File: src/rtl/muldiv_unit_if.sv
// Request/response bundle between the execute stage and muldiv_unit.
interface muldiv_unit_if #(
    parameter int WIDTH = 32
);
    logic             start;
    logic [1:0]       op;
    logic [WIDTH-1:0] a;
    logic [WIDTH-1:0] b;
    logic             flush;
    logic             busy;
    logic             done;
    logic [WIDTH-1:0] hi;
    logic [WIDTH-1:0] lo;
    logic             div_by_zero;

    modport master (
        output start, op, a, b, flush,
        input  busy, done, hi, lo, div_by_zero
    );

    modport slave (
        input  start, op, a, b, flush,
        output busy, done, hi, lo, div_by_zero
    );
endinterface

File: src/rtl/muldiv_unit.sv
// Iterative one-bit-per-cycle MULT/MULTU/DIV/DIVU unit feeding HI/LO.
// Define MULDIV_EARLY_OUT_EN to short-circuit zero-operand operations.
module muldiv_unit #(
    parameter int WIDTH = 32
) (
    input logic          clk,
    input logic          rst,
    muldiv_unit_if.slave bus
);
    typedef enum logic [1:0] {IDLE, RUN, FIX} state_t;
    localparam int CW = $clog2(WIDTH);

    state_t           state;
    logic             is_div;
    logic             neg_q;
    logic             neg_r;
    logic             dbz;
    logic [WIDTH-1:0] acc_hi;
    logic [WIDTH-1:0] acc_lo;
    logic [WIDTH-1:0] mag_b;
    logic [CW-1:0]    count;
    logic             busy_r;
    logic             done_r;
    logic             dbz_r;
    logic [WIDTH-1:0] hi_r;
    logic [WIDTH-1:0] lo_r;

    logic             a_neg;
    logic             b_neg;
    logic [WIDTH-1:0] a_mag;
    logic [WIDTH-1:0] b_mag;
    assign a_neg = !bus.op[0] && bus.a[WIDTH-1];
    assign b_neg = !bus.op[0] && bus.b[WIDTH-1];
    assign a_mag = a_neg ? -bus.a : bus.a;
    assign b_mag = b_neg ? -bus.b : bus.b;

`ifdef MULDIV_EARLY_OUT_EN
    logic trivial;
    logic skip;
    assign trivial = (bus.b == '0) || (!bus.op[1] && bus.a == '0);
    always_ff @(posedge clk or posedge rst) begin
        if (rst)
            skip <= 1'b0;
        else if (state == IDLE)
            skip <= trivial;
    end
`else
    logic trivial;
    logic skip;
    assign trivial = 1'b0;
    assign skip    = 1'b0;
`endif

    // acc_lo doubles as multiplier shift register and quotient register
    logic [WIDTH:0] add_sum;
    logic [WIDTH:0] shifted;
    logic [WIDTH:0] diff;
    assign add_sum = {1'b0, acc_hi} + (acc_lo[0] ? {1'b0, mag_b} : '0);
    assign shifted = {acc_hi, acc_lo[WIDTH-1]};
    assign diff    = shifted - {1'b0, mag_b};

    logic [2*WIDTH-1:0] prod_fix;
    logic [WIDTH-1:0]   quo_fix;
    logic [WIDTH-1:0]   rem_fix;
    assign prod_fix = neg_q ? -{acc_hi, acc_lo} : {acc_hi, acc_lo};
    assign quo_fix  = dbz ? '1 : (neg_q ? -acc_lo : acc_lo);
    assign rem_fix  = neg_r ? -acc_hi : acc_hi;

    always_ff @(posedge clk or posedge rst) begin
        if (rst) begin
            state  <= IDLE;
            is_div <= 1'b0;
            neg_q  <= 1'b0;
            neg_r  <= 1'b0;
            dbz    <= 1'b0;
            acc_hi <= '0;
            acc_lo <= '0;
            mag_b  <= '0;
            count  <= '0;
            busy_r <= 1'b0;
            done_r <= 1'b0;
            dbz_r  <= 1'b0;
            hi_r   <= '0;
            lo_r   <= '0;
        end else begin
            done_r <= 1'b0;
            dbz_r  <= 1'b0;
            unique case (state)
                IDLE: begin
                    if (bus.start && !bus.flush) begin
                        state  <= RUN;
                        busy_r <= 1'b1;
                        is_div <= bus.op[1];
                        neg_q  <= a_neg ^ b_neg;
                        neg_r  <= a_neg;
                        dbz    <= bus.op[1] && (bus.b == '0);
                        mag_b  <= b_mag;
                        if (trivial) begin
                            // b=0 divide leaves |a| as remainder
                            count  <= '0;
                            acc_hi <= bus.op[1] ? a_mag : '0;
                            acc_lo <= '0;
                        end else begin
                            count  <= CW'(WIDTH - 1);
                            acc_hi <= '0;
                            acc_lo <= a_mag;
                        end
                    end
                end
                RUN: begin
                    if (bus.flush) begin
                        state  <= IDLE;
                        busy_r <= 1'b0;
                    end else begin
                        if (!skip && is_div) begin
                            acc_hi <= diff[WIDTH] ? shifted[WIDTH-1:0]
                                                  : diff[WIDTH-1:0];
                            acc_lo <= {acc_lo[WIDTH-2:0], !diff[WIDTH]};
                        end else if (!skip) begin
                            acc_hi <= add_sum[WIDTH:1];
                            acc_lo <= {add_sum[0], acc_lo[WIDTH-1:1]};
                        end
                        count <= count - CW'(1);
                        if (count == '0)
                            state <= FIX;
                    end
                end
                FIX: begin
                    state  <= IDLE;
                    busy_r <= 1'b0;
                    if (!bus.flush) begin
                        hi_r   <= is_div ? rem_fix : prod_fix[2*WIDTH-1:WIDTH];
                        lo_r   <= is_div ? quo_fix : prod_fix[WIDTH-1:0];
                        done_r <= 1'b1;
                        dbz_r  <= dbz;
                    end
                end
                default: begin
                    state  <= IDLE;
                    busy_r <= 1'b0;
                end
            endcase
        end
    end

    assign bus.busy        = busy_r;
    assign bus.done        = done_r;
    assign bus.div_by_zero = dbz_r;
    assign bus.hi          = hi_r;
    assign bus.lo          = lo_r;
endmodule
File: src/flat_wrapper.sv
// flat-port wrapper written by rule: the top's interface ports become plain ports
module muldiv_unit_flat 
#(
    parameter int WIDTH = 32
)
  (clk, rst, bus_start, bus_op, bus_a, bus_b, bus_flush, bus_busy, bus_done, bus_hi, bus_lo, bus_div_by_zero);
  muldiv_unit_if #(.WIDTH(WIDTH)) bus_i ();
  input logic clk;
  input logic rst;
  input wire logic [$bits(bus_i.start)-1:0] bus_start;
  input wire logic [$bits(bus_i.op)-1:0] bus_op;
  input wire logic [$bits(bus_i.a)-1:0] bus_a;
  input wire logic [$bits(bus_i.b)-1:0] bus_b;
  input wire logic [$bits(bus_i.flush)-1:0] bus_flush;
  output wire logic [$bits(bus_i.busy)-1:0] bus_busy;
  output wire logic [$bits(bus_i.done)-1:0] bus_done;
  output wire logic [$bits(bus_i.hi)-1:0] bus_hi;
  output wire logic [$bits(bus_i.lo)-1:0] bus_lo;
  output wire logic [$bits(bus_i.div_by_zero)-1:0] bus_div_by_zero;
  assign bus_i.start = bus_start;
  assign bus_i.op = bus_op;
  assign bus_i.a = bus_a;
  assign bus_i.b = bus_b;
  assign bus_i.flush = bus_flush;
  assign bus_busy = bus_i.busy;
  assign bus_done = bus_i.done;
  assign bus_hi = bus_i.hi;
  assign bus_lo = bus_i.lo;
  assign bus_div_by_zero = bus_i.div_by_zero;
  muldiv_unit #(.WIDTH(WIDTH)) u_core (.clk(clk), .rst(rst), .bus(bus_i));
endmodule
File: config.mk
export PLATFORM = sky130hd
export DESIGN_NAME = muldiv_unit_flat
export DESIGN_NICKNAME = d
export VERILOG_FILES = /design/src/rtl/muldiv_unit_if.sv /design/src/rtl/muldiv_unit.sv /design/src/flat_wrapper.sv
export SDC_FILE = /design/constraint.sdc
export NUM_CORES = 1
export LEC_CHECK = 0
export ABC_AREA = 1
export BUFFER_PORTS_ARGS = -buffer_cell sky130_fd_sc_hd__buf_2
export CELL_PAD_IN_SITES_DETAIL_PLACEMENT = 1
export CELL_PAD_IN_SITES_GLOBAL_PLACEMENT = 1
export CORE_ASPECT_RATIO = 1.1
export CORE_UTILIZATION = 38
export CTS_CLUSTER_SIZE = 24
export DETAILED_ROUTE_END_ITERATION = 7
export PLACE_DENSITY = 0.79
export SYNTH_ARGS = -nofsm -noshare
export SYNTH_HDL_FRONTEND = slang
export SYNTH_SLANG_ARGS = --single-unit
File: constraint.sdc
create_clock -name clk -period 9.3 [get_ports clk]
set_clock_uncertainty 0.2 [all_clocks]
set_input_delay 1.86 -clock clk [delete_from_list [all_inputs] [get_ports clk]]
set_output_delay 1.86 -clock clk [all_outputs]
set_load 0.01 [all_outputs]
### Word level (Yosys, flattened, before mapping)

Index checks and enable logic that the tools add are counted.

* equality and inequality tests: 6
* div/mod/pow operators: 0
* bitwise operators: 2
* magnitude comparators: 0
* add/subtract/negate cells: 8
* $mul: 0
* muxes and demuxes: 32
* reductions and logical operators: 16
* shifts and indexed selects: 0

Operators by type and width (count)
* $mux W32: 15
* $neg A32 Y32: 4
* $pmux W32 S2: 2
* $mux W64: 1
* $neg A64 Y64: 1
* $add A32 B33 Y33: 1
* $sub A33 B32 Y33: 1
* $logic_not A32 Y1: 1
* $mux W5: 2
* $pmux W5 S2: 1
* $reduce_and A2 Y1: 4
* $mux W1: 6
* $mux W2: 3
* $logic_not A5 Y1: 1
* $sub A5 B1 Y5 const B: 1
* $logic_and A1 B1 Y1: 4
* $ne A2 B2 Y1 const B: 2
* $pmux W2 S2: 1
* $logic_not A1 Y1: 3
* $ne A3 B2 Y1 const B: 1
* $reduce_and A3 Y1: 1
* $eq A2 B1 Y1 const B: 1
* $eq A2 B2 Y1 const B: 1
* $logic_not A2 Y1: 1
* 5 further kinds: 5

* register bits: 174
* memory bits (read-only): 0
* RAM bits: 0
* word-level logic and storage cells: 78
* bits in latches: 0
* memories: 0

### Longest topological paths before layout

Gate-level depths: netlist of the first run.

* word-level depth: 5
* mapped depth: 22

### Worst setup path after synthesis of the first run

No wires, ideal clock.

* path type: input to register
* from: input port bus_a[1]
* to: register u_core.acc_lo[28]
* stages on the path: 13
* data required time: 8.983 ns
* arrival: 3.340 ns
* setup time: 0.117 ns
* path slack: 5.644 ns
* cells stage by stage: inv_1 > ha_1 > nand3_1 > nor3_1 > nand3_1 > nand2_1 > nand2_1 > nor2_1 > nand3b_1 > nand3_1 > nand2_1 > nand2_1 > nand2_1

* longest elaborated chain between the ends: 4

RTL lines
* from (decl): line flat_wrapper.sv:12 `input wire logic [$bits(bus_i.a)-1:0] bus_a;`
* $neg A32 Y32: line muldiv_unit.sv:34 `assign a_mag = a_neg ? -bus.a : bus.a;`
* $mux W32: line muldiv_unit.sv:34
* $mux W32: line muldiv_unit.sv:90 `if (bus.start && !bus.flush) begin`
* $pmux W32 S2: line muldiv_unit.sv:88 `unique case (state)`
* to (signal assigned): line muldiv_unit.sv:106 `acc_lo <= a_mag;`
* to (signal assigned): line muldiv_unit.sv:118 `acc_lo <= {acc_lo[WIDTH-2:0], !diff[WIDTH]};`
* to (signal assigned): line muldiv_unit.sv:121 `acc_lo <= {add_sum[0], acc_lo[WIDTH-1:1]};`
* to (decl): line muldiv_unit.sv:19 `logic [WIDTH-1:0] acc_lo;`

Every way passes these cells. The select of a mux whose other input is x is not followed.
A chain may end at the register's enable or synchronous reset.

### Worst setup path in the final report of the first run

* from: register u_core.state[0]
* to: register u_core.acc_lo[1]

* longest elaborated chain between the ends: 3
* elaborated cells between the ends (all ways): 7
* those cells by class: eq/ne (3); mux (1); reduce/logical (3)

RTL lines
* from (decl): line muldiv_unit.sv:13 `state_t state;`
* from (signal assigned): line muldiv_unit.sv:71 `state <= IDLE;`
* from (signal assigned): line muldiv_unit.sv:91 `state <= RUN;`
* from (signal assigned): line muldiv_unit.sv:112 `state <= IDLE;`
* $eq A2 B1 Y1 or $logic_not A2 Y1 (tied branches): line muldiv_unit.sv:88
* $ne A2 B2 Y1 (no line) (tied with other cells)
* $reduce_and A3 Y1 (no line)

Several ways; a longest one is shown, not always the timed one.

==> reports/qor.csv, run 1 <==
stage,metric,value,unit
yosys,Yosys reg bits,174,
final_layout,Reg area,0.004355,mm^2
yosys,number of flops mapped to enable cells by yosys,0,
global_routing,remaining global-route overflow,0,
clocking,Root Buffer,clkbuf_16,
clocking,H-tree levels,4,
yosys,Synth top area share,26.24,%
global_routing,All-Layer GR Usage,30.10,%
timing,RSZ-0062 raised after global routing,no,
critical_path,flop2flop setup slack,4.30,ns
clocking,clk sinks,174,
timing,actual slew at the worst max-slew pin,1.142,ns
clocking,CTS tree,done,
final_layout,diodes inserted,0,
routing,post-DR wirelength/cell,19.17,um
final_layout,Area Growth Syn to Fin,10.72,%
routing,final WL,66.40,mm
timing,final hold slack,0.2753,ns
power_and_ir_drop,combinational power share,65.3,%
die,Die Wd,201.3,um
timing,slew margin rel.,23.68,%
critical_path,"Data required, critical path",9.43,ns
min_path,worst hold start,u_core.bus.hi[7],
job,MaxCap Viol Count,0,
clocking,clk buf depth,2,
timing,endpoints failing hold,0,
die,Cell Rows,79,
routing,Residual DRC,0,
min_path,hold-critical path endpoint,u_core.bus.hi[7],
yosys,Area contributors post-synth,"dfrtp_1 (26%), nand2_1 (21%), inv_1 (9.3%), nand3_1 (8.2%), nor2_1 (6.0%)",
routing,drt initial violations,1176,
critical_path,CP Data Arrival Time,5.13,ns
die,core area,0.04270,mm^2
final_layout,"commonest non-fill, non-tap cell in the layout",nand2_1,
yosys,top_reg_cell synth,dfrtp_1,
global_routing,pin count of the biggest net entering global routing,67,
clocking,Worst-Skew Late Latency,0.49,ns
routing,DR vias,18837,
place,port bufs,136,
power_and_ir_drop,register share of total power,23.6,%
power_and_ir_drop,clock power share,11.0,%
yosys,Synth Net Count,2930,
power_and_ir_drop,Int Pwr,2.827,mW
timing,Final setup viols,0,
final_layout,most frequent cells in the layout,"nand2_1 (927), inv_1 (410), nand3_1 (273)",
yosys,post-synthesis sequential area ratio,26.24,%
min_path,worst min-delay path class,reg2reg,
timing,period utilisation layout,53.80,%
clocking,CTS Buf Count,17,
final_layout,ratio of cells with drive above 1 in the final layout,7.663,%
run_status,run status,"complete, no violations",
yosys,post-synth cell types,48,
clocking,clock-pin slew on the worst setup and hold paths,0.08,ns
routing,First-pass DRT Iterations,5,
place,DP Wirelength,53.47,mm
die,Die H,221.2,um
global_routing,initial antenna violation count,0,
die,Initial Util,38.86,%
power_and_ir_drop,pwr/cell area,363.6,mW/mm^2
clocking,post-CTS setup buffer count,0,
critical_path,Crit. End Element,flip-flop,
critical_path,R2R cell count,12,
yosys,Syn Area/Cell,5.952,um^2
critical_path,Crit Path Class,reg2reg,
yosys,Mapped Area,0.01659,mm^2
timing,"Slew Viols, Final",0,
final_layout,Nets,3026,
critical_path,startpoint types,flip-flop,
global_routing,global-route wire length before repair,105.1,mm
yosys,Synth area leader,dfrtp_1,
critical_path,"Max FO, Critical Path",51,
place,routability cong.,0.9541,
timing,Period minus WS final,5.003,ns
die,die area,0.04451,mm^2
global_routing,vias in the first global route,19166,
final_layout,area of the multi-input gates,0.01031,mm^2
final_layout,Layout fillers,5991,
power_and_ir_drop,Sw Share,57.68,%
timing,setup_tns,0,ns
routing,Via density,5.438,
power_and_ir_drop,worst vdd ir,0.0001534,V
power_and_ir_drop,Psw,3.854,mW
timing,Max Clock Freq,199.9,MHz
critical_path,reg-to-reg critical path startpoint,u_core.state[0],
routing,Final ANT Viol Nets,0,
yosys,yosys warns,0,
yosys,Mapped Cells,2788,
die,Top-Level Pins,137,
clocking,CTS Hold Bufs,0,
critical_path,reg-to-reg critical path endpoint,u_core.acc_lo[1],
yosys,Post-synth ARST share,100.0,%
clocking,post_cts resized,0,
power_and_ir_drop,leak pwr,9.906,nW
min_path,hold path cells,2,
[state kept, by name, summed over array words and instances, names as in the netlist]
register and cells:
u_core.acc_hi 32, u_core.bus.done 1, u_core.count 5, u_core.dbz 1, u_core.neg_r 1, u_core.state 2, u_core.acc_lo 32, u_core.mag_b 32
u_core.bus.div_by_zero 1, u_core.neg_q 1, u_core.is_div 1, u_core.bus.busy 1, u_core.bus.lo 32, u_core.bus.hi 32
[synthesized netlist by cell type, drive strengths merged, types with 2 or more instances]
master   number
or2          12
nor3b         2
o21ai       179
clkinv        4
nor3         38
xor2         54
clkbuf       51
nor4          8
inv         416
xnor2        14
o21a          4
nor2        273
a21o          5
a21oi       131
o31ai         3
ha           70
dfrtp       174
nand3b       19
a31oi        23
o22ai         6
fa            2
and2          2
o21bai        6
buf          27
nand3       273
nand4        26
nand2       929
a22oi         2
o211ai        6
a2bb2oi      24
[layer usage]
| metal | share of wire (%) | track usage (%) |
|---|---|---|
| met2 | 47 | 51.16 |
| met5 | 0 | 0 |
| met1 | 44 | 38.54 |
| met4 | 4.1 | 12.76 |
| met3 | 4.4 | 3.387 |
[power groups by stage]
stage               combinational (mW)  sequential [mW]  clock (mW)
floorplan                         3.01             1.41           0
global placement                  4.16             1.55           0
detailed placement                4.30             1.57           0
CTS                               4.34             1.56       0.745
global route                      4.87             1.60       0.772
finish                            4.37             1.58       0.737
[worst max path at each step]
stage / startpoint / end / slack, ns / cells past startpoint
finish: u_core.state[0] / u_core.acc_lo[1] / 4.30 / 12
global route: u_core.state[0] / u_core.acc_lo[1] / 4.02 / 12
CTS: u_core.state[0] / u_core.acc_lo[1] / 4.37 / 12
detailed placement: bus_flush / u_core.acc_lo[1] / 4.26 / 10
global placement: bus_flush / u_core.acc_lo[12] / 4.36 / 11
floorplan: rst / u_core.acc_hi[0] / 2.52 / 1
[critical path, cell delays in order, from the launching register on]
cell,delay (ns)
dfrtp_1,0.46
inv_1,0.11
nor2_2,0.75
inv_4,0.44
nor2_8,0.58
inv_2,0.19
nand2_1,0.19
nor3_4,0.04
buf_4,0.26
nor2_8,0.61
inv_2,0.55
o21ai_0,0.26
o21ai_1,0.12
[cell type report]
type                    instances  area share, %
clock inverters                15         0.8853
well taps                     567          3.861
inverters                     420          8.621
repair buffers                155          4.481
clock buffers                  17          2.315
multi-input cells            2116          56.13
flip-flops and latches        174          23.70
[cell families (layout without fill, tap and decap cells)]
family / after synthesis / count (layout) / synth area share (%)
AO/OA/AOI/OAI: 393 / 393 / 13.09
XOR/XNOR: 68 / 68 / 3.589
adder cells (fa/ha/maj): 72 / 72 / 5.519
buffers and inverters: 498 / 607 / 11.68
flip-flops: 174 / 174 / 26.24
AND/OR/NAND/NOR: 1583 / 1583 / 39.89
[stage by stage]
step                      area, um^2  worst slack, ns  power, mW  cells  utilization, %
after detailed placement       17790            4.260      5.867   3432           41.65
after global routing           18370            4.024      7.247   3464           43.03
after CTS                      18370            4.370      6.636   3464           43.03
final                          18370            4.297      6.681   3464           43.03
after floorplan                16590            2.523      4.423   2788               -
after global placement         17790            4.360      5.712   3432           41.65
(Power assumes the default switching activity.)
==> inputs of run 2 (changes only) <==
ABC_AREA = 0   (was 1)
PLACE_DENSITY = 0.75   (was 0.79)
clock period = 4.9 ns   (was 9.3 ns; I/O delays follow)
==> reports/qor.csv, run 2 <==
stage,metric,value,unit
timing,slew margin rel.,18.51,%
place,port bufs,136,
routing,Final ANT Viol Nets,0,
power_and_ir_drop,leak pwr,7.182,nW
final_layout,"commonest non-fill, non-tap cell in the layout",nand2_1,
yosys,post-synthesis sequential area ratio,31.84,%
final_layout,most frequent cells in the layout,"nand2_1 (201), o21ai_0 (184), dfrtp_1 (173)",
final_layout,Layout fillers,4364,
yosys,post-synth cell types,71,
yosys,most frequent cells after synthesis,"nand2_1 (202), o21ai_0 (184), dfrtp_1 (174)",
yosys,number of flops mapped to enable cells by yosys,0,
yosys,Mapped Area,0.01367,mm^2
global_routing,remaining global-route overflow,0,
timing,setup_tns,0,ns
yosys,Synth area leader,dfrtp_1,
final_layout,Area Growth Syn to Fin,13.21,%
yosys,top-count cell post-synth,nand2_1,
timing,"Slew Viols, Final",0,
timing,Max Clock Freq,244.8,MHz
clocking,post-CTS setup buffer count,0,
global_routing,global-route wire length before repair,73.50,mm
routing,DR vias,13128,
die,Top-Level Pins,137,
place,DP Wirelength,35.00,mm
routing,Via density,5.693,
timing,actual slew at the worst max-slew pin,1.221,ns
yosys,Mapped Cells,1718,
critical_path,Crit. End Element,flip-flop,
routing,drt initial violations,827,
die,die area,0.03675,mm^2
global_routing,initial antenna violation count,0,
routing,Residual DRC,0,
critical_path,startpoint types,flip-flop,
yosys,Syn Area/Cell,7.959,um^2
routing,First-pass DRT Iterations,6,
final_layout,diodes inserted,0,
timing,RSZ-0062 raised after global routing,no,
job,MaxCap Viol Count,0,
yosys,Area contributors post-synth,"dfrtp_1 (32%), o21ai_0 (6.7%), ha_1 (6.4%), xnor2_1 (6.0%), a21oi_1 (5.9%)",
timing,Period minus WS final,4.085,ns
die,Cell Rows,72,
power_and_ir_drop,pwr/cell area,536.5,mW/mm^2
die,Die Wd,182.9,um
clocking,Worst-Skew Late Latency,0.45,ns
yosys,Post-synth ARST share,100.0,%
clocking,clk sinks,174,
clocking,CTS tree,done,
place,routability cong.,0.9251,
yosys,Synth Net Count,1860,
global_routing,vias in the first global route,13333,
timing,final hold slack,0.2693,ns
clocking,Root Buffer,clkbuf_16,
yosys,Yosys reg bits,174,
critical_path,"Data required, critical path",5.00,ns
clocking,clk buf depth,2,
critical_path,"Max FO, Critical Path",18,
critical_path,CP Data Arrival Time,4.19,ns
die,Die H,201.0,um
clocking,H-tree levels,4,
final_layout,ratio of cells with drive above 1 in the final layout,11.95,%
global_routing,All-Layer GR Usage,25.09,%
die,core area,0.03531,mm^2
clocking,clock-pin slew on the worst setup and hold paths,0.08,ns
timing,Final setup viols,0,
critical_path,Crit Path Class,reg2reg,
clocking,CTS Hold Bufs,0,
yosys,yosys warns,0,
power_and_ir_drop,worst vdd ir,0.0002930,V
global_routing,pin count of the biggest net entering global routing,175,
routing,final WL,45.66,mm
clocking,CTS Buf Count,17,
yosys,top_reg_cell synth,dfrtp_1,
final_layout,Nets,1954,
min_path,worst min-delay path class,reg2reg,
run_status,run status,"complete, no violations",
timing,endpoints failing hold,0,
timing,period utilisation layout,83.37,%
clocking,post_cts resized,0,
die,Initial Util,38.72,%
routing,post-DR wirelength/cell,19.80,um
yosys,Synth top area share,31.84,%
==> run 2: cell types whose count changed after synthesis, sizes merged, moves of 20 or more <==
cell	change
a21o	+20
nand3	-253
mux2i	+52
nor2	-113
a21oi	+32
xnor2	+81
o31ai	+20
inv	-343
or3	+22
a2bb2oi	-24
nand2	-727
clkbuf	+25
xor2	+28
==> run 2: worst max-delay path: stages (launching register included) <==
cell	delay [ns]
dfrtp_1	0.40
inv_1	0.11
ha_1	0.22
fa_1	0.40
nand2b_1	0.20
a21oi_1	0.29
o311a_1	0.26
a221o_1	0.27
a31o_4	0.25
a21oi_4	0.09
xnor2_4	0.59
buf_4	0.31
mux2i_1	0.21
o21ai_0	0.13
==> run 2: kinds of logic after synthesis <==
kind of cell,Yosys count,synth area share [%]
adders and majority gates,72,6.698
xor gates and xnor gates,177,11.39
DFF,174,31.84
muxes,54,3.999
and+or+nand+nor,561,18.92
AOI/OAI and AO/OA,518,22.65
buffers and inverters,162,4.502
==> run 2: cell type report <==
cell class              instances  area [um^2]  share of cell area (%)
well taps                     481        601.8                   3.887
repair buffers                162        888.4                   5.738
inverters                      75        285.3                   1.843
flip-flops and latches        174         4355                   28.13
clock buffers                  18        439.2                   2.837
multi-input cells            1382         8741                   56.46
clock inverters                14        170.2                   1.099
==> run 2: worst paths after layout <==
check	start	endpoint	slack, ns	cells after the start
worst min register to register	u_core.bus.hi[29]	u_core.bus.hi[29]	0.27	2
min in group asynchronous	rst	u_core.bus.lo[11]	0.47	3
max in group asynchronous	rst	u_core.is_div	2.94	3
worst max register to register	u_core.acc_lo[31]	u_core.acc_hi[10]	0.81	13
worst max-delay path	u_core.acc_lo[31]	u_core.acc_hi[10]	0.81	13
worst min-delay path	u_core.bus.hi[29]	u_core.bus.hi[29]	0.27	2
==> run 2: power by group <==
group / total, mW / leakage, nW / internal [mW] / switching, mW
clock: 1.43 / 0.300 / 0.745 / 0.686
combinational: 4.71 / 4.62 / 1.90 / 2.81
sequential: 2.17 / 2.26 / 1.67 / 0.502
==> run 2: stage by stage <==
| stage | util [%] | std cells | area, um^2 | worst slack (ns) | power (mW) |
|---|---|---|---|---|---|
| 2_1_floorplan | - | 1718 | 13680 | 1.372 | 5.395 |
| 3_3_place_gp | 42.11 | 2274 | 14870 | 0.9771 | 6.624 |
| 3_5_place_dp | 42.11 | 2274 | 14870 | 0.8796 | 6.771 |
| 4_1_cts | 43.84 | 2306 | 15480 | 0.8065 | 8.254 |
| 5_1_grt | 43.84 | 2306 | 15480 | 0.4685 | 8.850 |
| 6_report | 43.84 | 2306 | 15480 | 0.8149 | 8.306 |
==> run 2: per-layer routing <==
layer	GRT usage, %	vias up	wire, um
met5	0	-	0
met4	6.637	0	853
met3	3.284	58	2386
met2	38.92	357	20360
met1	36.52	6447	22060
li1	-	6266	-
